File: src/rtl/stopwatch_bcd_pkg.sv
// rtl/stopwatch_bcd_pkg.sv - shared state encodings, digit indices and BCD width for the stopwatch
package stopwatch_bcd_pkg;

    localparam int BCD_W      = 4;
    localparam int NUM_DIGITS = 6;

    // Digit positions inside the packed display word, least significant first
    localparam int DIG_CS_U  = 0;
    localparam int DIG_CS_T  = 1;
    localparam int DIG_SEC_U = 2;
    localparam int DIG_SEC_T = 3;
    localparam int DIG_MIN_U = 4;
    localparam int DIG_MIN_T = 5;

    typedef enum logic [1:0] {
        ST_IDLE  = 2'd0,
        ST_RUN   = 2'd1,
        ST_PAUSE = 2'd2
    } state_t;

    // Tens and units of a small constant, used to hold MAX_MIN in BCD form
    function automatic logic [BCD_W-1:0] bcd_tens(input int v);
        return BCD_W'(v / 10);
    endfunction

    function automatic logic [BCD_W-1:0] bcd_units(input int v);
        return BCD_W'(v % 10);
    endfunction

endpackage

File: src/rtl/stopwatch_bcd_digit_cnt.sv
// rtl/stopwatch_bcd_digit_cnt.sv - single BCD digit counter 0..LIMIT with ripple carry out
module bcd_digit_cnt
    import stopwatch_bcd_pkg::*;
#(
    parameter logic [BCD_W-1:0] LIMIT = 4'd9
) (
    input  logic             clkin,
    input  logic             rst,
    input  logic             clr,
    input  logic             en,
    output logic [BCD_W-1:0] q,
    output logic             carry
);

    logic [BCD_W-1:0] r_q;

    // Clear has priority over counting so a clear coincident with a step lands on zero
    always_ff @(posedge clkin) begin
        if (rst || clr) begin
            r_q <= '0;
        end else if (en) begin
            r_q <= (r_q == LIMIT) ? '0 : r_q + 1'b1;
        end
    end

    assign q     = r_q;
    assign carry = en & (r_q == LIMIT);

endmodule

File: src/rtl/stopwatch_bcd.sv
// rtl/stopwatch_bcd.sv - mm:ss.cc BCD stopwatch; optional lap hold via STOPWATCH_LAP_HOLD_EN
module stopwatch_bcd
    import stopwatch_bcd_pkg::*;
#(
    parameter int MAX_MIN = 59
) (
    input  logic        clkin,
    input  logic        rst,
    input  logic        tick_in,
    input  logic        start_stop,
    input  logic        clear,
    input  logic        lap,
    output logic [23:0] digits,
    output logic        run,
    output logic        ovf,
    output logic [1:0]  state_o
);

    localparam logic [BCD_W-1:0] MAX_MIN_T = bcd_tens(MAX_MIN);
    localparam logic [BCD_W-1:0] MAX_MIN_U = bcd_units(MAX_MIN);

    state_t           r_state;
    state_t           w_state_nxt;
    logic             r_tick_d;
    logic             r_run;
    logic             r_ovf;
    logic [BCD_W-1:0] r_min_t;
    logic [BCD_W-1:0] r_min_u;

    logic             w_step;
    logic             w_en;
    logic [BCD_W-1:0] w_cs_u, w_cs_t, w_sec_u, w_sec_t;
    logic             w_c_cs_u, w_c_cs_t, w_c_sec_u, w_c_sec_t;
    logic             w_min_max;
    logic             w_wrap;
    logic [23:0]      w_live;

    // Delay the divided clock by one cycle for rising-edge detection
    always_ff @(posedge clkin) begin
        if (rst) begin
            r_tick_d <= 1'b0;
        end else begin
            r_tick_d <= tick_in;
        end
    end

    assign w_step = tick_in & ~r_tick_d;
    assign w_en   = (r_state == ST_RUN) & w_step;

    // State register
    always_ff @(posedge clkin) begin
        if (rst) begin
            r_state <= ST_IDLE;
        end else begin
            r_state <= w_state_nxt;
        end
    end

    // Next state: clear beats start_stop; the unused encoding falls back to IDLE
    always_comb begin
        w_state_nxt = r_state;
        if (clear) begin
            w_state_nxt = ST_IDLE;
        end else begin
            case (r_state)
                ST_IDLE:  if (start_stop) w_state_nxt = ST_RUN;
                ST_RUN:   if (start_stop) w_state_nxt = ST_PAUSE;
                ST_PAUSE: if (start_stop) w_state_nxt = ST_RUN;
                default:  w_state_nxt = ST_IDLE;
            endcase
        end
    end

    // run follows the state register so the divider pauses together with the count
    always_ff @(posedge clkin) begin
        if (rst) begin
            r_run <= 1'b0;
        end else begin
            r_run <= (w_state_nxt == ST_RUN);
        end
    end

    bcd_digit_cnt #(.LIMIT(4'd9)) u_cs_u (
        .clkin(clkin), .rst(rst), .clr(clear), .en(w_en),
        .q(w_cs_u), .carry(w_c_cs_u)
    );

    bcd_digit_cnt #(.LIMIT(4'd9)) u_cs_t (
        .clkin(clkin), .rst(rst), .clr(clear), .en(w_c_cs_u),
        .q(w_cs_t), .carry(w_c_cs_t)
    );

    bcd_digit_cnt #(.LIMIT(4'd9)) u_sec_u (
        .clkin(clkin), .rst(rst), .clr(clear), .en(w_c_cs_t),
        .q(w_sec_u), .carry(w_c_sec_u)
    );

    bcd_digit_cnt #(.LIMIT(4'd5)) u_sec_t (
        .clkin(clkin), .rst(rst), .clr(clear), .en(w_c_sec_u),
        .q(w_sec_t), .carry(w_c_sec_t)
    );

    assign w_min_max = (r_min_t == MAX_MIN_T) && (r_min_u == MAX_MIN_U);
    assign w_wrap    = w_c_sec_t & w_min_max;

    // Two-digit BCD minutes, wrapping to 00 after MAX_MIN
    always_ff @(posedge clkin) begin
        if (rst || clear) begin
            r_min_t <= '0;
            r_min_u <= '0;
        end else if (w_c_sec_t) begin
            if (w_min_max) begin
                r_min_t <= '0;
                r_min_u <= '0;
            end else if (r_min_u == 4'd9) begin
                r_min_t <= r_min_t + 1'b1;
                r_min_u <= '0;
            end else begin
                r_min_u <= r_min_u + 1'b1;
            end
        end
    end

    // Sticky overflow, cleared only by clear or reset
    always_ff @(posedge clkin) begin
        if (rst || clear) begin
            r_ovf <= 1'b0;
        end else if (w_wrap) begin
            r_ovf <= 1'b1;
        end
    end

    assign w_live = {r_min_t, r_min_u, w_sec_t, w_sec_u, w_cs_t, w_cs_u};

`ifdef STOPWATCH_LAP_HOLD_EN
    logic        r_lap_hold;
    logic [23:0] r_shadow;

    // lap toggles the hold while staying in RUN; the shadow snapshots the pre-step live count
    always_ff @(posedge clkin) begin
        if (rst || clear) begin
            r_lap_hold <= 1'b0;
            r_shadow   <= '0;
        end else if (w_state_nxt != ST_RUN) begin
            r_lap_hold <= 1'b0;
        end else if (lap && (r_state == ST_RUN)) begin
            if (!r_lap_hold) begin
                r_shadow <= w_live;
            end
            r_lap_hold <= ~r_lap_hold;
        end
    end

    assign digits = r_lap_hold ? r_shadow : w_live;
`else
    logic w_unused_lap;
    assign w_unused_lap = lap;
    assign digits       = w_live;
`endif

    assign run     = r_run;
    assign ovf     = r_ovf;
    assign state_o = r_state;

endmodule

File: config.mk
export PLATFORM = sky130hd
export DESIGN_NAME = stopwatch_bcd
export DESIGN_NICKNAME = d
export VERILOG_FILES = /design/src/rtl/stopwatch_bcd_pkg.sv /design/src/rtl/stopwatch_bcd_digit_cnt.sv /design/src/rtl/stopwatch_bcd.sv
export SDC_FILE = /design/constraint.sdc
export NUM_CORES = 1
export LEC_CHECK = 0
export CAP_MARGIN = 25
export CORE_ASPECT_RATIO = 0.8
export CORE_MARGIN = 2
export CORE_UTILIZATION = 40
export DETAILED_ROUTE_END_ITERATION = 6
export PLACE_DENSITY = 0.78
export SYNTH_ARGS = -nofsm -noshare
export SYNTH_HDL_FRONTEND = slang
export SYNTH_SLANG_ARGS = --single-unit
File: constraint.sdc
create_clock -name clkin -period 2.06 [get_ports clkin]
set_input_delay 0.412 -clock clkin [delete_from_list [all_inputs] [get_ports clkin]]
set_output_delay 0.412 -clock clkin [all_outputs]
set_load 0.03 [all_outputs]
=== After elaboration in Yosys (flattened, before gate mapping) ===
Cells that the tools add are included.

* Flip-flop bits (word level): 29
* Input port bits: 6
* Output and inout port bits: 28
* Word-level logic and storage cells: 51

* Add/sub/neg operators: 6
* Equality and inequality tests: 9
* Mux-type cells: 12
* Bitwise gates (word level): 8
* Reduce and logical (&&, ||, !) cells: 6

{| class="wikitable"
|+ Operators by type and width
! kind !! number
|-
| $mux 4 || 8
|-
| $add 4x1->4 const B || 6
|-
| $eq 4x4->1 const B || 4
|-
| $eq 4x3->1 const B || 2
|-
| $and 1x1->1 || 7
|-
| $mux 2 || 3
|-
| $eq 2x1->1 const B || 2
|-
| $pmux 2 s2 || 1
|-
| $eq 2x2->1 const B || 1
|-
| $logic_not 2->1 || 1
|-
| $reduce_and 2->1 || 1
|-
| $reduce_bool 2->1 || 1
|-
| $reduce_or 2->1 || 1
|-
| $logic_and 1x1->1 || 1
|-
| $logic_or 1x1->1 || 1
|-
| $not 1->1 || 1
|}

=== Longest topological paths before layout ===
Gate-level depths: netlist of the first run.

* Word-level depth: 8
* Gate-level depth with buffers: 7

=== Modules after synthesis ===
Synthesis of the first run repeated with hierarchy kept, for this count alone.

* Cell total of the unflattened synthesis: 143
* Area total of the unflattened synthesis: 1372.6 µm²

{| class="wikitable"
|+ Modules (own cells, without submodules)
! module !! instances !! cells an instance !! area each (µm²)
|-
| stopwatch_bcd || 1 || 64 || 609.3
|-
| bcd_digit_cnt (u_cs_t ...) || 3 || 20 || 192.7
|-
| bcd_digit_cnt (u_sec_t) || 1 || 19 || 185.2
|}

=== Least setup slack after synthesis of the first run ===
No wires, ideal clock.

* Path kind: register to register
* From: register u_cs_u.r_q[0], in the netlist u_cs_u.q[0]
* To: register r_min_u[2]
* Arrival: 1823 ps
* Data required time: 1990 ps
* Setup slack: 166 ps
* Cell stages (with the launch flop): 7
* Path buffers: 2
* Clock period less this slack: 1894 ps
* Cells stage by stage: dfxtp_1 buf_4 and4bb_2 nand4_4 buf_6 or4_1 a21oi_1

* Longest elaborated chain between the ends: 5

{| class="wikitable"
|+ Ends and longest elaborated chain
! what !! line !! source
|-
| start, declared || stopwatch_bcd_digit_cnt.sv:15 || <nowiki>logic [BCD_W-1:0] r_q;</nowiki>
|-
| start signal, assigned || stopwatch_bcd_digit_cnt.sv:22 || <nowiki>r_q <= (r_q == LIMIT) ? '0 : r_q + 1'b1;</nowiki>
|-
| $eq 4x4->1 || stopwatch_bcd_digit_cnt.sv:27 || <nowiki>assign carry = en & (r_q == LIMIT);</nowiki>
|-
| $and 1x1->1 (4 in a row) || stopwatch_bcd_digit_cnt.sv:27 ||
|-
| end signal, assigned || stopwatch_bcd.sv:119 || <nowiki>r_min_u <= r_min_u + 1'b1;</nowiki>
|-
| end, declared || stopwatch_bcd.sv:28 || <nowiki>logic [BCD_W-1:0] r_min_u;</nowiki>
|}

Every way passes these cells.
A chain may end at the register's enable or synchronous reset.

=== Final worst setup path of the first run ===
* From: input tick_in
* To: register r_min_u[0]

* Longest elaborated chain between the ends: 6

{| class="wikitable"
|+ Ends and longest elaborated chain
! what !! line !! source
|-
| start, declared || stopwatch_bcd.sv:9 || <nowiki>input logic tick_in,</nowiki>
|-
| $and 1x1->1 || stopwatch_bcd.sv:47 || <nowiki>assign w_step = tick_in & ~r_tick_d;</nowiki>
|-
| $and 1x1->1 || stopwatch_bcd.sv:48 || <nowiki>assign w_en = (r_state == ST_RUN) & w_step;</nowiki>
|-
| $and 1x1->1 (4 in a row) || stopwatch_bcd_digit_cnt.sv:27 ||
|}

Every way passes these cells.

==> impl_summary.txt, run 1 <==
----------------------------------------------------
[Outcome]
  Outcome ... complete, no violations

[Synth]
  Synthesized instance count ... 169
  Number of synthesized register bits ... 29
  Number of synthesized flops with an enable pin ... 0
  Net count after synthesis ... about 180
  Post-Syn Area ... 1490 um2
  Sequential fraction of the synthesis area ... 0.391
  Largest cells by area after synthesis ... dfxtp_1 39%, a21oi_1 4.4%, nand2_1 3.5%
  Avg Cell Area, Syn ... 8.80 um2
  Library cell occupying the most area in the post-synthesis netlist ... dfxtp_1
  Yosys synthesis warning count ... 0
  Dominant register cell in the synthesized netlist ... dfxtp_1
  Post-synth ARST share ... 0
  Top-area cell type share of the netlist area ... 0.391
  Netlist cell types ... 43

[GRT]
  Number of global-route vias before repair ... between 1000 and 1500
  Global-route wire length before repair ... 5300 um
  Remaining global-route overflow ... 0
  Maximum number of pins on one net before global-route repair ... 22
  Initial antenna violation count ... 0
  GRT Total Usage ... 0.163

[Run]
  Maximum capacitance violations ... 0

[Place]
  Half-perimeter wire length after placement ... 2250 um
  Buffers on Ports ... 32
  Final weighted congestion in routability-driven placement ... 0.739

[CTS]
  Clk_lat worst skew ... slightly below 0.3 ns
  Setup Fix Bufs, Post-CTS ... 0
  Count of H-tree levels built during CTS ... 2
  Clock buffers created by TritonCTS ... 5
  Quantity of gates resized following cts ... 0
  Max clock buf depth ... 2
  Clock net sink count ... 29
  Clk Tree Root Cell ... clkbuf_8
  Cts hold-fix bufs ... 0
  Clock Pin Slew Worst Setup and Hold Paths ... about 0.070 ns
  Clock tree from TritonCTS ... yes

[Timing]
  Setup repair after global routing missed its margin ... no
  Hold slack final ... 0.479 ns
  Fin. max-slew vios ... 0
  Share of the clock period used by the worst path after layout ... 0.918
  Worst slew slack as a fraction of its limit ... 0.739
  Measured slew at the worst slew-check pin ... 0.390 ns
  Final critical delay including setup and external delays ... 1.89 ns
  Setup clock skew after layout ... 0.00833 ns
  Maximum achievable frequency ... between 500 and 600 MHz
  Setup TNS ... 0 ns
  Endpoints failing setup ... 0
  Fin. Hold Viols ... 0

[Route]
  Met2 wire length ... 1310 um
  Number of routed nets with antenna violations ... 0
  Routed length on met3 ... 168 um
  Initial drt markers ... 45
  Detailed Route WL ... 3100 um
  Residual DRC count ... 0
  Met1 wire length ... roughly 1600 um
  Avg WL per Cell ... roughly 12 um
  Vias after detailed routing ... 1361
  Uppermost layer routed ... met4
  Drt first pass iters ... 4
  DR vias/cell ... roughly 5.3

[Layout]
  Area delta synth->final ... 37.1%
  Most frequent cells in the layout ... 32 x clkdlybuf4s50_1, 29 x dfxtp_1, 14 x nand2_1
  Nets ... 222
  Antenna diode instance count ... 0
  Most frequent standard cell in the layout excluding fill and tap cells ... clkdlybuf4s50_1
  Layout cells sized above 1 ... 0.131

[Worst hold path]
  Min-delay src ... ovf
  Worst hold path class ... reg -> reg

[Critical path]
  Delay of the slowest cell on the worst path ... 0.54 ns
  Chain of cells forming the critical path ... clkdlybuf4s50_1 > and4bb_1 > buf_4 > nand4_4 > or4_1 > a21oi_1
  Crit Path Max Fanout ... 12
  Path type of the worst setup path ... in -> reg
  Slowest stage cell on the critical path ... or4_1
  Reg-to-reg critical path startpoint ... u_cs_u.q[2]
  Kind of end point of the critical path ... register
  Source of the critical timing path ... tick_in
  Kind of start point of the critical path ... input pin
  Data arrival at the endpoint of the critical path ... around 2.1 ns
  Cell type group with the largest total delay on the critical path ... simple AND/OR/NAND/NOR gates
  Bufs and invs on worst path ... 2
  Critical Path RT ... 2.28 ns

[Pwr]
  Maximum vdd drop ... 0.486 mV
  Leakage dissipation ... 0.703 nW
  Sum of internal, switching and leakage power ... approximately 0.0013 W
  Pwr/cell area ... 642 nW/um2

[Floorplan]
  Top-level port count ... 34
  Std cell rows ... 19
  Area of the core region ... 3490 um2
  Die ar. ... approximately 4200 um2
  Die width ... 72.2 um
  Die Height ... 58.5 um
  Initial Utilization ... 0.425

----------------------------------------------------
## worst reg2reg max path: cells and delay by family, from the launching register on
| kind | cells | cell delay [ns] |
|---|---|---|
| simple gates | 3 | 1.00 |
| compound gates | 1 | 0.15 |
| buf+inv | 1 | 0.24 |
| flops | 1 | 0.36 |
## path summary, 6_finish.rpt
path | end | slack (ns) | depth (start not counted)
worst max-delay path | r_min_u[0] | 0.17 | 6
worst min-delay path | ovf | 0.48 | 1
worst max register to register | u_sec_u.q[1] | 0.26 | 5
worst min register to register | ovf | 0.48 | 1
## synthesized netlist by cell type, types with 2 or more instances
master	number
a31oi_1	3
nor3_1	3
nor2b_1	7
dfxtp_1	29
xor2_1	4
and4bb_2	2
and3_1	2
nand3b_1	4
buf_4	2
mux2i_1	2
a21oi_1	13
nor3b_1	2
o31ai_1	3
nand4b_1	2
o21a_1	2
nand2_1	14
clkbuf_1	4
or4_1	6
xnor2_1	2
nand3_1	4
ha_1	4
inv_1	6
nand4_1	5
and2b_2	2
nor2_1	11
and3b_1	2
or3_1	7
o21ai_0	7
## layer usage
metal	track usage	up-vias
li1	-	703
met1	0.220	621
met2	0.244	30
met3	0.0462	7
met4	0.0728	0
met5	0	-
## metrics by stage
stage | std cells | area, um2 | utilization | setup WS, ns
after floorplan | 169 | 1490 | - | 0.166
after global placement | 247 | 1900 | 0.545 | -0.115
after detailed placement | 247 | 1900 | 0.545 | -0.127
after CTS | 255 | 2040 | 0.583 | 0.160
after global routing | 255 | 2040 | 0.583 | 0.0217
final | 255 | 2040 | 0.583 | 0.169
## kinds of logic (layout without fill, tap and decap cells)
kind of cell,count (synthesis),after routing,synth area share
buffers and inverters,14,58,0.0454
XOR/XNOR,6,6,0.0354
adder cells (fa/ha/maj),4,4,0.0337
flip-flops,29,29,0.391
AO/OA/AOI/OAI,33,33,0.134
multiplexers,2,2,0.0135
AND/OR/NAND/NOR,81,81,0.348
## layout make-up
cell class | count | area [um2]
multi-input combinational | 126 | 838
timing repair buffer | 44 | 410
fill | 302 | 1460
sequential | 29 | 581
clock buffer | 5 | 68.8
inverter | 6 | 22.5
clock inverter | 3 | 65.1
tap | 42 | 52.6
## sequential cells by signal, indices dropped and copies added, names as in the netlist
name / cells
r_min_t: 4
r_min_u: 4
u_cs_t.q: 4
u_cs_u.q: 4
u_sec_t.q: 4
u_sec_u.q: 4
state_o: 2
ovf: 1
r_tick_d: 1
run: 1
## report_power, final
group	internal (W)	switching, W
clock network	0.000480	0.000221
logic	0.0000192	0.0000223
registers	0.000564	0.00000203
No activity file was read; power rests on OpenSTA's default activity.
==> run 2: changes to the inputs <==
--- a/config.mk
+++ b/config.mk
@@ -5,7 +5,7 @@
 export SDC_FILE = /design/constraint.sdc
 export NUM_CORES = 1
 export LEC_CHECK = 0
-export CAP_MARGIN = 25
+export CAP_MARGIN = 10
 export CORE_ASPECT_RATIO = 0.8
 export CORE_MARGIN = 2
 export CORE_UTILIZATION = 40
==> constraint.sdc (replaced) <==
create_clock -name clkin -period 2.1 [get_ports clkin]
set_input_delay 0.42 -clock clkin [delete_from_list [all_inputs] [get_ports clkin]]
set_output_delay 0.42 -clock clkin [all_outputs]
set_load 0.03 [all_outputs]
==> impl_summary.txt, run 2 (synthesized netlist as in run 1, its figures left out) <==
----------------------------------------------------
[Outcome]
  Outcome ... complete, no violations

[Pwr]
  Internal ... between 0.0008 and 0.0009 W
  Leakage dissipation ... around 0.67 nW
  Net switching component of the power ... 0.000230 W
  Combinational power share ... 0.040
  Maximum vdd drop ... between 0.3 and 0.4 mV
  Share of power burned in registers ... 0.539
  Sum of internal, switching and leakage power ... 0.00103 W
  Pwr/cell area ... approximately 520 nW/um2
  Clk pwr share ... 0.422
  Net switching fraction of the power ... 0.223

[Route]
  Residual DRC count ... 0
  Drt first pass iters ... 4
  DR vias/cell ... 5.23
  Detailed Route WL ... approximately 3100 um
  Vias after detailed routing ... approximately 1300
  Initial drt markers ... 59
  Avg WL per Cell ... roughly 12 um
  Number of routed nets with antenna violations ... 0

[CTS]
  Clk Tree Root Cell ... clkbuf_8
  Setup Fix Bufs, Post-CTS ... 0
  Clock net sink count ... 29
  Clock buffers created by TritonCTS ... 5
  Quantity of gates resized following cts ... 0
  Max clock buf depth ... 2
  Cts hold-fix bufs ... 0
  Clock tree from TritonCTS ... yes
  Clk_lat worst skew ... 0.28 ns
  Clock Pin Slew Worst Setup and Hold Paths ... 0.06 ns
  Count of H-tree levels built during CTS ... 2

[Place]
  Half-perimeter wire length after placement ... 2180 um
  Worst-case setup slack after placement ... -0.111 ns
  Final weighted congestion in routability-driven placement ... a little under 0.8
  Post-placement cell area ... 1900 um2
  Buffers on Ports ... 32

[Layout]
  Nets ... roughly 220
  Most frequent standard cell in the layout excluding fill and tap cells ... clkdlybuf4s50_1
  Antenna diode instance count ... 0
  Most frequent cells in the layout ... 32 x clkdlybuf4s50_1, 29 x dfxtp_1, 14 x nand2_1
  Fraction of the core area covered by cells at the end of the flow ... 0.566
  Layout cells sized above 1 ... 0.123
  Area delta synth->final ... 33.2%
  Finished Cell Area ... 1980 um2

[Run]
  Maximum capacitance violations ... 0

[GRT]
  Initial antenna violation count ... 0
  Remaining global-route overflow ... 0
  GRT Total Usage ... 0.169
  Number of global-route vias before repair ... 1193
  Global-route wire length before repair ... 5460 um
  Maximum number of pins on one net before global-route repair ... 22

[Floorplan]
  Die width ... 72.2 um
  Std cell rows ... 19
  Initial Utilization ... 0.425
  Area of the core region ... 3490 um2
  Die ar. ... 4220 um2
  Die Height ... 58.5 um
  Top-level port count ... 34

[Timing]
  Hold slack final ... 0.462 ns
  Setup clock skew after layout ... 0.00465 ns
  Final setup margin ... 0.134 ns
  Final critical delay including setup and external delays ... 1.97 ns
  Share of the clock period used by the worst path after layout ... 0.936
  Measured slew at the worst slew-check pin ... just over 0.4 ns
  Worst slew slack as a fraction of its limit ... 0.722
  Maximum achievable frequency ... 509 MHz
  Endpoints failing setup ... 0
  Fin. Hold Viols ... 0
  Setup repair after global routing missed its margin ... no
  Fin. max-slew vios ... 0

[Critical path]
  Critical Path RT ... 2.31 ns
  Kind of end point of the critical path ... register
  Crit Path Max Fanout ... 12
  Slowest stage cell on the critical path ... or4_1
  Chain of cells forming the critical path ... clkdlybuf4s50_1 > and4bb_1 > buf_4 > nand4_4 > or4_1 > a21oi_1
  Cell count of the worst reg-to-reg path ... 4
  Worst reg2reg path endpoint ... r_min_u[1]
  Reg-to-reg critical path startpoint ... u_cs_u.q[2]
  Register-to-Register Setup Slack ... roughly 0.34 ns
  Data arrival at the endpoint of the critical path ... about 2.2 ns
  Delay of the slowest cell on the worst path ... between 0.5 and 0.6 ns
  Kind of start point of the critical path ... input pin
  Path type of the worst setup path ... in -> reg

[Worst hold path]
  Min-delay src ... ovf
  Worst hold path cell count ... 1
  Worst Hold Path EP ... ovf
  Worst hold path class ... reg -> reg

----------------------------------------------------
run 2: cell type report:
type | instances | area [um2]
inverters | 6 | 22.5
fillers | 313 | 1520
clock buffers | 6 | 72.6
multi-input cells | 126 | 838
flip-flops and latches | 29 | 581
clock inverters | 2 | 10.0
well taps | 42 | 52.6
repair buffers | 43 | 403
run 2: power groups by stage:
stage	registers, W	logic (W)	clock network (W)
floorplan	0.000571	0.0000179	0
global placement	0.000567	0.0000406	0
detailed placement	0.000567	0.0000409	0
CTS	0.000555	0.0000411	0.000447
global route	0.000555	0.0000444	0.000480
finish	0.000555	0.0000408	0.000434
run 2: how the worst max path moves through the flow:
stage	slack [ns]	endpoint	from	depth (start not counted)
after CTS	0.15	r_min_u[1]	tick_in	6
final	0.13	r_min_u[1]	tick_in	6
after global placement	-0.08	r_min_u[3]	tick_in	6
after floorplan	0.21	r_min_u[2]	u_cs_u.q[0]	6
after global routing	0.03	r_min_u[1]	tick_in	6
after detailed placement	-0.11	r_min_u[3]	tick_in	6
run 2: through the flow:
stage | setup TNS, ns | cells
3_3_place_gp | -0.525 | 246
6_report | 0 | 254
5_1_grt | 0 | 254
3_5_place_dp | -0.718 | 246
4_1_cts | 0 | 254
2_1_floorplan | 0 | 169
run 2: critical path, delay by kind of cell:
kind,cells,cell delay (ns)
AND/OR/NAND/NOR,3,0.98
AO/OA/AOI/OAI,1,0.16
buffers and inverters,2,0.62
run 2: per-layer routing:
layer	up-vias	track usage	wire length (um)
li1	701	-	-
met1	594	0.230	1560
met2	29	0.242	1270
met3	5	0.0685	191
met4	0	0.0566	41
met5	-	0	0
